File: src/rtl/capture_pkg.sv
// Shared types and record-size math for the packet-capture scheduler and write controller.
package capture_pkg;

    localparam int unsigned REC_HDR_BYTES = 16;
    localparam int unsigned BURST_BYTES   = 16;
    localparam int unsigned ADDR_W        = 32;
    localparam int unsigned LEN_W         = 16;
    localparam int unsigned CNT_W         = 32;

    typedef enum logic [2:0] {
        ST_IDLE,
        ST_LATCH,
        ST_CHECK,
        ST_ISSUE,
        ST_WAIT,
        ST_ADVANCE
    } sched_state_t;

    typedef struct packed {
        logic [ADDR_W-1:0] pkt_begin;
        logic [ADDR_W-1:0] pkt_end;
    } pkt_desc_t;

    // Header plus payload rounded up to the controller burst size.
    function automatic logic [ADDR_W-1:0] rec_stride(input logic [LEN_W-1:0] len);
        logic [ADDR_W-1:0] padded;
        padded = (ADDR_W'(len) + ADDR_W'(BURST_BYTES - 1)) & ~ADDR_W'(BURST_BYTES - 1);
        return padded + ADDR_W'(REC_HDR_BYTES);
    endfunction

    function automatic logic [CNT_W-1:0] sat_inc(input logic [CNT_W-1:0] v);
        return (v == {CNT_W{1'b1}}) ? v : v + CNT_W'(1);
    endfunction

endpackage

File: src/rtl/capture_ring_ptr.sv
// Ring write pointer: holds the current offset, applies pre-issue wrap and post-write advance.
module capture_ring_ptr
    import capture_pkg::*;
(
    input  logic              clk,
    input  logic              reset_i,
    input  logic [ADDR_W-1:0] ring_size_i,
    input  logic [ADDR_W-1:0] stride_i,
    input  logic              wrap_req_i,
    input  logic              advance_i,
    output logic [ADDR_W-1:0] wr_ptr_o,
    output logic              wrap_o,
    output logic              fits_c
);

    logic [ADDR_W-1:0] wr_ptr_q, wr_ptr_d;
    logic              wrap_q, wrap_d;
    logic [ADDR_W-1:0] sum_c;

    assign sum_c  = wr_ptr_q + stride_i;
    // Compared against the remaining space so a large stride cannot overflow the sum.
    assign fits_c = (stride_i <= (ring_size_i - wr_ptr_q));

    always_comb begin
        wr_ptr_d = wr_ptr_q;
        wrap_d   = 1'b0;
        if (wrap_req_i) begin
            wr_ptr_d = '0;
            wrap_d   = 1'b1;
        end else if (advance_i) begin
            if (sum_c == ring_size_i) begin
                wr_ptr_d = '0;
                wrap_d   = 1'b1;
            end else begin
                wr_ptr_d = sum_c;
            end
        end
    end

    always_ff @(posedge clk) begin
        if (!reset_i) begin
            wr_ptr_q <= '0;
            wrap_q   <= 1'b0;
        end else begin
            wr_ptr_q <= wr_ptr_d;
            wrap_q   <= wrap_d;
        end
    end

    assign wr_ptr_o = wr_ptr_q;
    assign wrap_o   = wrap_q;

endmodule

File: config.mk
export PLATFORM = sky130hd
export DESIGN_NAME = capture_ring_ptr
export DESIGN_NICKNAME = d
export VERILOG_FILES = /design/src/rtl/capture_pkg.sv /design/src/rtl/capture_ring_ptr.sv
export SDC_FILE = /design/constraint.sdc
export NUM_CORES = 1
export LEC_CHECK = 0
export ABC_AREA = 1
export CAP_MARGIN = 40
export CELL_PAD_IN_SITES_DETAIL_PLACEMENT = 1
export CELL_PAD_IN_SITES_GLOBAL_PLACEMENT = 2
export CORE_ASPECT_RATIO = 2
export CORE_MARGIN = 2
export CORE_UTILIZATION = 29
export CTS_CLUSTER_SIZE = 14
export DETAILED_ROUTE_END_ITERATION = 7
export MAX_ROUTING_LAYER = met4
export PLACE_DENSITY_LB_ADDON = 0.25
export RECOVER_POWER = 25
export SLEW_MARGIN = 40
export SYNTH_ARGS = -nofsm -noshare
export SYNTH_HDL_FRONTEND = slang
export SYNTH_SLANG_ARGS = --single-unit
File: constraint.sdc
create_clock -name clk -period 10.45 [get_ports clk]
set_clock_uncertainty 0.1 [all_clocks]
set_input_delay 3.135 -clock clk [delete_from_list [all_inputs] [get_ports clk]]
set_output_delay 3.135 -clock clk [all_outputs]
set_load 0.1 [all_outputs]
Word level (Yosys, flattened, before mapping)
Cells that the tools add are included.
- bits in registers: 33
- bits of input ports: 68
- output and inout bits: 34
- $add $sub $neg: 2
- order comparisons: 1
- eq/ne operators: 1
- multiplexer cells: 4
- bitwise logic cells: 1
- reductions and logical operators: 1
- operators with widths (cell ; count):
    32-bit adder ; 1
    32-bit == test ; 1
    32-bit less-or-equal comparator ; 1
    32-bit two-way mux ; 1
    32-bit subtractor ; 1
    1-bit two-way mux ; 3
    2-bit OR reduction ; 1
    1-bit NOT ; 1

Depth between registers and ports, before layout
- depth after elaboration: 5
- mapped depth: 22

Least setup slack after synthesis
OpenSTA, ideal clock, no wires.
- path type: in2out
- from: input ring_size_i[0]
- to: output fits_c
- data arrival time: 6.392 ns
- data required time: 7.215 ns
- setup slack: 0.823 ns
- cell stages on the path: 22
- path buffers: 0
- cell sequence: inv_1 ha_1 fa_1 nor4_1 nor2_1 o21ai_0 nand3_1 nand2_1 nand2_1 nand2_1 nand3_1 nand2_1 xnor2_1 ha_1 nand2_1 nor2_1 a211oi_1 o221ai_1 nand2_1 o211ai_1 a21oi_1 a31o_2
- cells in the longest elaborated chain, start to end: 2
- ends and longest elaborated chain (item ; RTL line ; source):
    start, declared ; capture_ring_ptr.sv:7 ; input logic [ADDR_W-1:0] ring_size_i,
    32-bit subtractor ; capture_ring_ptr.sv:22 ; assign fits_c = (stride_i <= (ring_size_i - wr_ptr_q));
    32-bit less-or-equal comparator ; capture_ring_ptr.sv:22 ;
    end, declared ; capture_ring_ptr.sv:13 ; output logic fits_c
Every way passes these cells.

Final worst setup path
- from: input ring_size_i[1]
- to: output fits_c
Same word-level chain as after synthesis.

==> run summary <==
The register bit total from synthesis is 33. After clock tree synthesis, the clock-pin slew on the worst setup and hold paths is 0.06 ns. The cell area after synthesis is 6756 um2.

The violation count after the first detailed-routing iteration came out at 270. The most common flop cell mapped by yosys is dfxtp_1. Before antenna repair, the detailed router went through 4 iterations. In this run the worst path has a maximum fanout of 3. The final core area utilization is 35.57%.

The effective utilization at floorplan came out at 29.34%. The latest clock arrival within the worst-skew pair is 0.30 ns. The number of enable-type register cells in the synthesized netlist came out at 0. The critical path launch point is ring_size_i[1]. The leakage power summed over all cells is 4.332 nW.

The final hold slack is 0.4056 ns. The number of antenna violations at the first check in global routing came out at 0. The area added between synthesis and finish is 21.24%. The startpoint identified for the worst register-to-register timing path is wr_ptr_o[0]. The last weighted congestion value of the routability-driven placer came out at 0.9249.

The via-per-instance ratio came out at 4.950. The area after detailed placement came out at 7981 um2. The number of placed I/O pins came out at 102. The total wirelength of the detailed-routed design is 28.31 mm.

In this run the standard cell core region covers 23030 um2. The buffer type at the clock tree root is clkbuf_16. The clock share of power is 25.1%. After the last flow step, the layout net total stands at 1468. For this run, asynchronously set or reset flops after synthesis account for 0%. The critical path required time is 7.22 ns. The total power of the final layout came out at 0.7698 mW.

The share of the clock period used by the worst path after layout came out at 98.00%. The filler cell count is 3137. The count of pins over their slew limit was 0.

For this design the total switching power over the nets is 0.3578 mW. The pin slew with the least headroom to its limit came out at 1.176 ns. The overflow left after global routing came out at 0.

The half-perimeter wire length of the detailed placement result is 24.58 mm. The number of buffers created by CTS is 5. The longest clock path from root to sink contains 2 buffers. The startpoint type of the worst setup path is a primary input. The proportion of netlist area held by the largest area contributor came out at 23.22%. The worst setup slack after placement is -0.1271 ns.

The via total after detailed routing is 7860. The achievable clock frequency is 0.09765 GHz. Setup violations remaining at the end of the flow were counted as 0. TritonCTS built the clock tree.

The worst-case headroom to the max-slew limit came out at 21.93%. In this run the vertical extent of the chip is 219.9 um. The die covers 24610 um2.

The port buffer count is 101. The combined global-route utilization of all metal layers is 23.71%. The final total negative setup slack came out at 0 ns. Internal power comes to 0.4120 mW. Counting every sink on the clock net gives 33. The fraction of layout cells with a size suffix above 1 came out at 5.134%. The maximum resistive drop on vdd is 0.07061 mV. In the post-synthesis netlist, the cell with the most instances is nand2_1. The number of library cell types mapped by synthesis is 42.

The detail route stage leaves a number of antenna-violating nets equal to 0. In this run, flip-flops and latches consume 18.0% of the power. The synthesized netlist net count came out at 1361.

In the final routed layout, each cell accounts on average for 17.83 um. The critical path in this run is classified as in -> out. The clock period minus worst slack is 10.24 ns. The number of failing hold endpoints at the final stage is 0.

The type of the most critical hold path is reg -> reg. Setup repair after global routing left no endpoint under its margin. The final instance count without filler cells is 1588. The max capacitance violation total is 0. The share of total power in combinational logic came out at 56.9%. By count the netlist is led by nand2_1 (418), inv_1 (214), a21oi_1 (103). The first global-routing pass estimated 43.91 mm of wire. For this design the ratio of total power to cell area is 93.97 nW/um2. The total of warnings raised by yosys came out at 0. The net switching share of the total power came out at 46.48%.

The post-synthesis average cell area is 5.645 um2. The sequential cell area fraction in the yosys report came out at 9.778%. From left edge to right edge, the die measures 111.9 um. The number of standard-cell rows in the floorplan came out at 79. The worst hold path begins at wr_ptr_o[29].

The post-synthesis cell count is 1197. The number of placed cells counting well taps came out at 1579. The post-route cell area came out at 8192 um2.

The run finished with clean final reports. The worst endpoint data arrival time is 7.01 ns. By area the synthesized netlist is led by nand2_1 (23%), ha_1 (17%), inv_1 (12%), dfxtp_1 (9.8%), a21oi_1 (7.6%). The worst setup path is captured at an output pin. Entering global routing, the biggest net connects 37 pins.

CTS built an H-tree with a depth of 2. The number of global-route vias before repair is 8250. The total inserted antenna cells came out at 0.

The final worst-path setup slack is 0.2095 ns. The number of hold buffers added after cts is 0. nand2_1 takes more of the synthesized area than any other cell. After detailed routing, the number of remaining DRC violations is 0.
==> cell type report <==
| class | instances | area, um2 | share of cell area, % |
|---|---|---|---|
| Multi-Input combinational cell | 933 | 5261 | 64.23 |
| Tap cell | 283 | 354.1 | 4.323 |
| Sequential cell | 33 | 660.6 | 8.065 |
| Clock buffer | 7 | 142.6 | 1.741 |
| Timing Repair Buffer | 112 | 920.9 | 11.24 |
| Clock inverter | 1 | 30.03 | 0.3666 |
| Inverter | 219 | 822.0 | 10.04 |
==> final timing paths <==
path | slack (ns) | to | depth (start not counted)
hold / removal | 0.41 | wr_ptr_o[29] | 2
setup / recovery | 0.21 | fits_c | 19
hold reg to reg | 0.41 | wr_ptr_o[29] | 2
setup reg to reg | 6.82 | wr_ptr_o[19] | 18
==> power by group through the flow <==
stage,Clock [mW],Sequential (mW),Combinational [mW]
finish,0.193,0.138,0.438
global route,0.204,0.139,0.487
CTS,0.201,0.138,0.438
detailed placement,0,0.141,0.435
global placement,0,0.141,0.428
floorplan,0,0.178,0.258
==> kinds of logic after synthesis <==
group | after synthesis | share of synthesized area (%)
DFF | 33 | 9.778
buffers and inverters | 231 | 13.17
AOI/OAI and AO/OA | 154 | 12.74
xor gates and xnor gates | 54 | 7.815
and+or+nand+nor | 629 | 38.50
adders and majority gates | 96 | 18.00
==> per-layer routing <==
layer  vias up  wire, um  part of all wire, %  GRT usage, %
met2       138     14670                   52         43.84
met4         0      1146                  4.0         9.797
met1      3668     11700                   41         26.01
met3        48       790                  2.8         1.953
met5         -         0                    0             -
li1       4006         -                    -             -
==> critical path: stages <==
cell             delay, ns
clkdlybuf4s50_1       0.46
ha_1                  0.31
nand2_1               0.05
o21ai_1               0.22
a21oi_1               0.11
buf_4                 0.16
o21bai_1              0.24
a21boi_1              0.18
o21ai_0               0.37
a21oi_1               0.19
o21bai_1              0.21
xnor2_1               0.09
ha_1                  0.29
a21oi_1               0.07
o21a_1                0.17
o211ai_1              0.23
a21oi_1               0.06
a31o_2                0.26
buf_12                0.17
==> timing repair <==
| item | 4_1_cts | 5_1_grt |
|---|---|---|
| resized for setup | 4 | 9 |
| setup buffers | 0 | 1 |
| setup endpoints to repair | 1 | 1 |
| endpoints found under the hold margin | 0 | 0 |
| pin swaps | 0 | 2 |
==> flip-flops by register name, summed over array words and instances, names as in the netlist <==
name / flops
wrap_o: 1
wr_ptr_o: 32
==> placed cells by master, fill, tap and decap left out, types with 4 or more instances in the layout <==
master	n
nand2_1	417
inv_1	214
a21oi_1	103
ha_1	93
nor2_1	90
nand3_1	68
clkdlybuf4s50_1	66
dfxtp_1	33
xor2_1	29
xnor2_1	21
clkbuf_1	17
buf_2	17
o21ai_0	14
nand4_1	12
nand3b_1	11
buf_4	11
nor2_2	8
nor3_1	7
a31oi_1	5
o21bai_1	5
clkbuf_16	5
nand2_2	4
o21a_1	4
xnor3_1	4
Note: power is estimated with default switching activity, not from simulation.
